<file path="config.mk">
export PLATFORM = sky130hd
export DESIGN_NAME = fetch_stage
export DESIGN_NICKNAME = d
export VERILOG_FILES = /design/src/rtl/fetch_stage.sv
export SDC_FILE = /design/constraint.sdc
export NUM_CORES = 1
export LEC_CHECK = 0
export CAP_MARGIN = 25
export CORE_MARGIN = 1.5
export CORE_UTILIZATION = 68
export DETAILED_ROUTE_END_ITERATION = 10
export DONT_BUFFER_PORTS = 1
export PLACE_DENSITY_LB_ADDON = 0.15
export SLEW_MARGIN = 20
export SYNTH_ARGS = -nofsm -noshare
export SYNTH_HDL_FRONTEND = slang
export SYNTH_SLANG_ARGS = --single-unit
</file>
<file path="constraint.sdc">
create_clock -name clk -period 5.5 [get_ports clk]
set_input_delay 0.55 -clock clk [delete_from_list [all_inputs] [get_ports clk]]
set_output_delay 0.55 -clock clk [all_outputs]
set_load 0.01 [all_outputs]
</file>
<file path="src/rtl/fetch_stage.sv">
// Instruction-fetch stage: program counter, single-outstanding imem requests,
// IF/ID register with a one-entry stall hold buffer and EX redirect flushing.
module fetch_stage #(
    parameter int ADDR_WIDTH = 32,
    parameter int DATA_WIDTH = 32,
    parameter logic [ADDR_WIDTH-1:0] RESET_PC = 32'h8000_0000
) (
    input  logic                  clk,
    input  logic                  rst_n,
    input  logic                  stall,
    input  logic                  redirect_valid,
    input  logic [ADDR_WIDTH-1:0] redirect_pc,
    output logic                  imem_req,
    output logic [ADDR_WIDTH-1:0] imem_addr,
    input  logic                  imem_gnt,
    input  logic                  imem_rvalid,
    input  logic [DATA_WIDTH-1:0] imem_rdata,
    output logic                  id_valid,
    output logic [ADDR_WIDTH-1:0] id_pc,
    output logic [DATA_WIDTH-1:0] id_instr
);

    localparam logic [DATA_WIDTH-1:0] NOP = DATA_WIDTH'(32'h0000_0013);

    typedef enum logic [1:0] {
        S_REQ  = 2'd0,
        S_WAIT = 2'd1,
        S_HOLD = 2'd2
    } state_t;

    state_t                  state_r, state_s;
    logic [ADDR_WIDTH-1:0]   pc_r, pc_s;
    logic [ADDR_WIDTH-1:0]   req_pc_r, req_pc_s;
    logic                    drop_r, drop_s;
    logic [DATA_WIDTH-1:0]   hold_instr_r, hold_instr_s;
    logic [ADDR_WIDTH-1:0]   hold_pc_r, hold_pc_s;
    logic                    run_r;
    logic                    id_valid_r, id_valid_s;
    logic [ADDR_WIDTH-1:0]   id_pc_r, id_pc_s;
    logic [DATA_WIDTH-1:0]   id_instr_r, id_instr_s;
    logic                    load_s;
    logic [ADDR_WIDTH-1:0]   load_pc_s;
    logic [DATA_WIDTH-1:0]   load_instr_s;
    logic                    gnt_s;

    // run_r keeps the request line low for the first cycle after reset release
    assign gnt_s     = run_r & imem_gnt;
    assign imem_req  = run_r & (state_r == S_REQ);
    assign imem_addr = pc_r;
    assign id_valid  = id_valid_r;
    assign id_pc     = id_pc_r;
    assign id_instr  = id_instr_r;

    // Next-state, PC and IF/ID logic; redirect overrides everything else
    always_comb begin
        state_s      = state_r;
        pc_s         = pc_r;
        req_pc_s     = req_pc_r;
        drop_s       = drop_r;
        hold_instr_s = hold_instr_r;
        hold_pc_s    = hold_pc_r;
        load_s       = 1'b0;
        load_pc_s    = req_pc_r;
        load_instr_s = imem_rdata;

        case (state_r)
            S_REQ: begin
                if (gnt_s) begin
                    req_pc_s = pc_r;
                    pc_s     = pc_r + ADDR_WIDTH'(32'd4);
                    state_s  = S_WAIT;
                end else begin
                    state_s  = S_REQ;
                end
            end
            S_WAIT: begin
                if (!imem_rvalid) begin
                    state_s = S_WAIT;
                end else if (drop_r) begin
                    drop_s  = 1'b0;
                    state_s = S_REQ;
                end else if (!stall) begin
                    load_s  = 1'b1;
                    state_s = S_REQ;
                end else begin
                    hold_instr_s = imem_rdata;
                    hold_pc_s    = req_pc_r;
                    state_s      = S_HOLD;
                end
            end
            S_HOLD: begin
                if (!stall) begin
                    load_s       = 1'b1;
                    load_pc_s    = hold_pc_r;
                    load_instr_s = hold_instr_r;
                    state_s      = S_REQ;
                end else begin
                    state_s      = S_HOLD;
                end
            end
            default: state_s = S_REQ;
        endcase

        if (load_s) begin
            id_valid_s = 1'b1;
            id_pc_s    = load_pc_s;
            id_instr_s = load_instr_s;
        end else if (stall) begin
            id_valid_s = id_valid_r;
            id_pc_s    = id_pc_r;
            id_instr_s = id_instr_r;
        end else begin
            id_valid_s = 1'b0;
            id_pc_s    = id_pc_r;
            id_instr_s = NOP;
        end

        if (redirect_valid) begin
            pc_s       = redirect_pc;
            id_valid_s = 1'b0;
            id_pc_s    = id_pc_r;
            id_instr_s = NOP;
            case (state_r)
                S_REQ: begin
                    // a request granted alongside the redirect is already stale
                    if (gnt_s) begin
                        req_pc_s = pc_r;
                        drop_s   = 1'b1;
                        state_s  = S_WAIT;
                    end else begin
                        drop_s   = drop_r;
                        state_s  = S_REQ;
                    end
                end
                S_WAIT: begin
                    if (imem_rvalid) begin
                        drop_s  = 1'b0;
                        state_s = S_REQ;
                    end else begin
                        drop_s  = 1'b1;
                        state_s = S_WAIT;
                    end
                end
                S_HOLD:  state_s = S_REQ;
                default: state_s = S_REQ;
            endcase
        end else begin
            drop_s = drop_s;
        end
    end

    // State and IF/ID registers
    always_ff @(posedge clk or negedge rst_n) begin
        if (!rst_n) begin
            state_r      <= S_REQ;
            pc_r         <= RESET_PC;
            req_pc_r     <= '0;
            drop_r       <= 1'b0;
            hold_instr_r <= NOP;
            hold_pc_r    <= '0;
            run_r        <= 1'b0;
            id_valid_r   <= 1'b0;
            id_pc_r      <= '0;
            id_instr_r   <= NOP;
        end else begin
            state_r      <= state_s;
            pc_r         <= pc_s;
            req_pc_r     <= req_pc_s;
            drop_r       <= drop_s;
            hold_instr_r <= hold_instr_s;
            hold_pc_r    <= hold_pc_s;
            run_r        <= 1'b1;
            id_valid_r   <= id_valid_s;
            id_pc_r      <= id_pc_s;
            id_instr_r   <= id_instr_s;
        end
    end

endmodule

</file>
==> results of run 1 <==
sequential cells by signal, summed over array words and instances, names as in the netlist, 2 cells and up:
register,count
hold_instr_r,32
hold_pc_r,32
id_instr,32
id_pc,32
imem_addr,32
req_pc_r,32
state_r,2
synth_stat cells (6+ instances only):
library cell | count | area share (%)
xnor2_1 | 7 | 0.72
o21ai_1 | 15 | 0.88
o21ai_0 | 75 | 4.4
nand2_1 | 203 | 8.9
dfstp_2 | 7 | 2.2
nand3_1 | 12 | 0.70
mux2_2 | 70 | 9.2
dfrtp_1 | 190 | 56
clkbuf_1 | 35 | 1.5
xor2_1 | 21 | 2.2
nand4_1 | 12 | 0.88
and3_1 | 6 | 0.44
mux2i_1 | 62 | 7.3
metal layers:
| metal | wire length, um | up-vias | track usage (%) | share of wire, % |
|---|---|---|---|---|
| met2 | 8370 | 207 | 44.40 | 48 |
| met3 | 1354 | 29 | 8.593 | 7.7 |
| met4 | 382 | 0 | 10.95 | 2.2 |
| li1 | - | 2593 | - | - |
| met5 | 0 | - | 0 | 0 |
| met1 | 7459 | 2787 | 36.91 | 42 |
per-stage QoR:
stage / utilization, % / area (um^2) / std cells / setup WS (ns)
after floorplan: - / 8554 / 774 / 3.478
after global placement: 70.86 / 8618 / 902 / 3.223
after detailed placement: 70.99 / 8633 / 903 / 3.118
after CTS: 75.83 / 9223 / 936 / 3.089
after global routing: 76.06 / 9250 / 937 / 2.893
final: 76.06 / 9250 / 937 / 3.059
critical path, cell delays in order (launching register included):
cell and delay [ns]:
dfrtp_1 0.41, inv_1 0.10, ha_1 0.21, and3b_1 0.21
nor2_1 0.07, or4b_4 0.84, nand2_1 0.23, o21ai_0 0.12
cells by family after synthesis:
| kind of cell | Yosys count | share of synthesized area (%) |
|---|---|---|
| xor+xnor | 28 | 2.867 |
| simple gates | 262 | 13.60 |
| buf+inv | 49 | 2.472 |
| flops | 197 | 57.73 |
| mux | 132 | 16.47 |
| other cells | 1 | 0.04384 |
| compound gates | 100 | 6.085 |
| fa+ha+maj | 5 | 0.7313 |
cell type report:
type,count,area share (%)
clock inverters,4,0.4869
multi-input cells,528,36.98
well taps,168,2.272
repair buffers,7,1.082
flip-flops and latches,197,53.39
inverters,5,0.2029
clock buffers,28,5.586
timing repair:
action                                 4_1_cts  5_1_grt
hold buffers                                 1        0
endpoints found under the hold margin      197        0
resized for setup                            0        0
final timing paths:
check / start / endpoint / slack (ns) / depth (start not counted)
max: state_r[1]$_DFF_PN0_ / id_pc[19]$_DFFE_PN0P_ / 3.06 / 7
min: rst_n / id_instr[8]$_DFFE_PN0P_ / 0.13 / 1
max reg2reg: state_r[1]$_DFF_PN0_ / id_pc[19]$_DFFE_PN0P_ / 3.06 / 7
min reg2reg: req_pc_r[20]$_DFF_PN0_ / req_pc_r[20]$_DFF_PN0_ / 0.49 / 2
max in group asynchronous: rst_n / id_pc[21]$_DFFE_PN0P_ / 4.59 / 1
min in group clk: redirect_valid / imem_addr[29]$_DFFE_PN0P_ / 0.21 / 1
power by group:
| group | leakage [nW] | total (mW) | internal (mW) | switching, mW |
|---|---|---|---|---|
| clock | 0.278 | 1.18 | 0.683 | 0.497 |
| sequential | 2.52 | 2.14 | 1.84 | 0.304 |
| combinational | 1.27 | 0.534 | 0.295 | 0.239 |
| total | 4.06 | 3.86 | 2.82 | 1.04 |
==> flow_metrics.env, run 1 <==
export IMPL_antenna_found_initial=0
export IMPL_synth_area_um2=8554
export IMPL_dr_total_vias=5616
export IMPL_drtPass1Iterations=4
export IMPL_total_power_mw=3.856
export IMPL_die_h_um=115.2
export IMPL_max_cap_violations=0
export IMPL_end_kind="flip-flop"
export IMPL_synth_ff_type="dfrtp_1"
export IMPL_ys_seq_area_share_pct=57.73
export IMPL_cts_tree="done"
export IMPL_worst_slew_pin_slew_ns=0.9931
export IMPL_crit_type="reg -> reg"
export IMPL_cts_buffers=17
export IMPL_outcome="finished, final reports clean"
export IMPL_post_route_period_util_pct=44.38
export IMPL_globalRouteTotalUtil_pct=28.10
export IMPL_initial_core_util_pct=70.34
export IMPL_powerDensity_nw_per_um2=416.9
export IMPL_mostFrequentLayoutCell="nand2_1"
export IMPL_wl_per_cell_um=18.75
export IMPL_core_area_um2=12160
export IMPL_ys_warn_count=0
export IMPL_clk_pin_slew_ns=0.07
export IMPL_synth_nets=849
export IMPL_htreeDepth=4
export IMPL_finalCriticalPeriod_ns=2.441
export IMPL_postRouteAntennaNets=0
export IMPL_io_pins=168
export IMPL_syn2layout_area_growth_pct=8.132
export IMPL_ys_ff_latch=197
export IMPL_arrival_ns=2.70
export IMPL_relSlewSlack_pct=33.80
export IMPL_fin_setup_tns_ns=0
export IMPL_ctsRootBufferMaster="clkbuf_16"
export IMPL_grt_start_max_net_pins=198
export IMPL_yosysUniqueCellTypes=41
export IMPL_clock_insertion_delay_worst_skew_ns=0.43
export IMPL_postCtsSetupBuffers=0
export IMPL_fp_row_count=40
export IMPL_die_w_um=115.2
export IMPL_hpwlAfterDp_mm=11.43
export IMPL_leakagePower_nw=4.065
export IMPL_startpoint_type="flip-flop"
export IMPL_fmax_mhz=409.7
export IMPL_ys_async_sr_fraction_pct=100.0
export IMPL_grt_pass1_wl_mm=28.57
export IMPL_drc=0
export IMPL_routed_via_density=5.994
export IMPL_syn_area_per_cell_um2=11.05
export IMPL_skew_ns=0.006760
export IMPL_multi_input_area_um2=3421
export IMPL_grt_ovfl_total=0
export IMPL_whs_ns=0.1267
export IMPL_crit_required_ns=5.76
export IMPL_nNetsFinal=831
export IMPL_hold_viol_final=0
export IMPL_layout_drive_gt1_share_pct=16.51
export IMPL_seq_area_um2=4938
export IMPL_synth_edf_count=0
export IMPL_cts_sinks=197
export IMPL_hold_path_class="in -> async"
export IMPL_clockBufferDepth=2
export IMPL_gp_congestion=0.8397
export IMPL_slew_violations=0
export IMPL_first_iter_violations=416
export IMPL_diodes=0
export IMPL_grt_pass1_vias=5662
export IMPL_synth_cells=774
export IMPL_wl_mm=17.57
export IMPL_setup_viol=0
export IMPL_final_cell_mix="nand2_1, dfrtp_1, o21ai_0, mux2_2, mux2i_1"
export IMPL_fill_cells=822
export IMPL_cp_max_fo=97
export IMPL_vdd_drop_max_mv=0.2188
export IMPL_portBuffers=0
export IMPL_die_area_um2=13260
export IMPL_rsz0062_at_grt="false"
(Power assumes the default switching activity.)
==> run 2: changes to the inputs <==
- CORE_UTILIZATION: 68 -> 57
- clock period: 5.5 -> 2.07 ns (I/O delays scaled with it)
==> run 2 against run 1 <==
Net effect: the run now ends with negative hold slack left; first-iteration DRC count down 11%; critical path depth unchanged; flip-flop and latch count unchanged; maximum frequency up 19%; via count up 7.1%; clock skew up 0.0026 ns; critical path type unchanged; critical endpoint is now id_instr[19]$_DFFE_PN0P_; largest cell class unchanged; highest routed layer unchanged.
==> flow_metrics.env, run 2 (synthesized netlist as in run 1, its figures left out) <==
export IMPL_timing_final_ws_setup_ns=0.01984
export IMPL_die_h_um=125.5
export IMPL_routed_via_density=5.700
export IMPL_hold_buffers=66
export IMPL_path_buf_inv=2
export IMPL_cts_tree="done"
export IMPL_crit_chain="inv_2 > ha_4 > and3b_2 > nor2_2 > or4b_4 > clkbuf_16 > o21ai_0"
export IMPL_startpoint_type="flip-flop"
export IMPL_max_cap_violations=0
export IMPL_ctsRootBufferMaster="clkbuf_16"
export IMPL_portBuffers=0
export IMPL_io_pins=168
export IMPL_postRouteAntennaNets=0
export IMPL_final_cell_mix="nand2_1, dfrtp_1, mux2_2, o21ai_0, dlygate4sd3_1"
export IMPL_fill_cells=1027
export IMPL_skew_ns=0.009393
export IMPL_failed_checks="negative hold slack"
export IMPL_startpoint="state_r[1]$_DFF_PN0_"
export IMPL_powerDensity_nw_per_um2=1018
export IMPL_rsz0062_at_grt="true"
export IMPL_end_kind="flip-flop"
export IMPL_htreeDepth=4
export IMPL_setup_viol=0
export IMPL_worst_slew_pin_slew_ns=0.6193
export IMPL_layout_drive_gt1_share_pct=19.98
export IMPL_globalRouteTotalUtil_pct=24.92
export IMPL_grt_ovfl_total=0
export IMPL_wl_mm=20.32
export IMPL_rrSetupSlack_ns=0.02
export IMPL_die_area_um2=15750
export IMPL_multi_input_area_um2=3468
export IMPL_dr_total_vias=6014
export IMPL_reg2reg_depth=7
export IMPL_syn2layout_area_growth_pct=22.14
export IMPL_critPathCapture="id_instr[19]$_DFFE_PN0P_"
export IMPL_clock_insertion_delay_worst_skew_ns=0.43
export IMPL_cts_buffers=17
export IMPL_initial_core_util_pct=58.64
export IMPL_hold_viol_final=197
export IMPL_core_area_um2=14590
export IMPL_die_w_um=125.5
export IMPL_diodes=0
export IMPL_whs_ns=-0.5243
export IMPL_critPathTopFamily="simple AND/OR/NAND/NOR gates"
export IMPL_nNetsFinal=934
export IMPL_dp_worst_setup_slack_ns=0.03806
export IMPL_slowest_delay_ns=0.65
export IMPL_clockBufferDepth=2
export IMPL_reg2reg_to="id_instr[19]$_DFFE_PN0P_"
export IMPL_antenna_found_initial=0
export IMPL_grt_pass1_wl_mm=31.37
export IMPL_clk_pin_slew_ns=0.06
export IMPL_drc=0
export IMPL_seq_area_um2=4938
export IMPL_fp_row_count=44
export IMPL_gp_congestion=0.7736
export IMPL_fin_setup_tns_ns=0
export IMPL_wl_per_cell_um=19.26
export IMPL_cts_sinks=197
export IMPL_cp_slowest_cell="or4b_4"
export IMPL_mostFrequentLayoutCell="nand2_1"
export IMPL_finalCriticalPeriod_ns=2.050
export IMPL_post_route_period_util_pct=99.04
export IMPL_leakagePower_nw=4.612
export IMPL_cp_max_fo=10
export IMPL_outcome="finished, violations left"
export IMPL_slew_violations=0
export IMPL_vdd_drop_max_mv=0.6119
export IMPL_arrival_ns=2.38
export IMPL_timing_rr_start="state_r[1]$_DFF_PN0_"
export IMPL_grt_pass1_vias=6088
export IMPL_first_iter_violations=369
export IMPL_worst_path_stages=7
export IMPL_hold_path_class="in -> async"
export IMPL_crit_required_ns=2.40
export IMPL_relSlewSlack_pct=58.53
export IMPL_crit_type="reg -> reg"
export IMPL_hpwlAfterDp_mm=11.78
export IMPL_grt_start_max_net_pins=198
export IMPL_drtPass1Iterations=5
export IMPL_fmax_mhz=487.8
[run 2: cell types whose count changed in the layout (fill, tap and decap cells not counted), sizes merged]
| cell | previous run | this run |
|---|---|---|
| buf | 7 | 40 |
| bufinv | 1 | 3 |
| clkbuf | 28 | 26 |
| clkinv | 3 | 5 |
| clkinvlp | 0 | 1 |
| dlygate4sd3 | 0 | 65 |
| or4b | 1 | 2 |
[run 2: per-stage QoR]
stage	power (mW)	hold WS [ns]	utilization, %	instance area, um^2	instances
4_1_cts	10.63	-0.5404	69.97	10210	1042
6_report	10.63	-0.5243	71.62	10450	1055
5_1_grt	11.14	-0.5477	71.62	10450	1055
3_3_place_gp	7.001	-0.08448	61.15	8921	944
3_5_place_dp	7.168	-0.08505	61.25	8936	945
2_1_floorplan	6.666	-0.08859	-	8554	774
[run 2: metal layers]
metal	up-vias	GRT usage, %	routed length [um]
li1	2801	-	-
met4	0	7.754	360
met1	2985	33.08	8597
met5	-	0	0
met3	28	5.477	1215
met2	200	41.21	10140
[run 2: cell type report]
cell class,count,share of cell area [%]
Clock buffer,22,4.538
Clock inverter,9,1.209
Inverter,5,0.1796
Multi-Input combinational cell,529,33.19
Sequential cell,197,47.26
Tap cell,184,2.203
Timing Repair Buffer,109,11.41
[run 2: how the worst min path moves through the flow]
stage / startpoint / to / slack, ns / cells past startpoint
finish: rst_n / id_instr[9]$_DFFE_PN0P_ / -0.52 / 0
global route: rst_n / id_instr[9]$_DFFE_PN0P_ / -0.55 / 0
global placement: rst_n / id_instr[7]$_DFFE_PN0P_ / -0.08 / 0
CTS: rst_n / id_instr[9]$_DFFE_PN0P_ / -0.54 / 0
detailed placement: rst_n / id_instr[9]$_DFFE_PN0P_ / -0.09 / 0
floorplan: rst_n / drop_r$_DFFE_PN0P_ / -0.09 / 0
[run 2: repair_timing]
item                                   CTS  global route
gates resized for setup                  0            19
endpoints found under the hold margin  286           197
setup endpoints to repair                0            65
setup buffers                            0             3
[run 2: where the power goes]
group	switching, mW	internal, mW	total [mW]
Combinational	0.685	0.944	1.63
Sequential	0.776	4.89	5.66
Clock	1.36	1.99	3.34
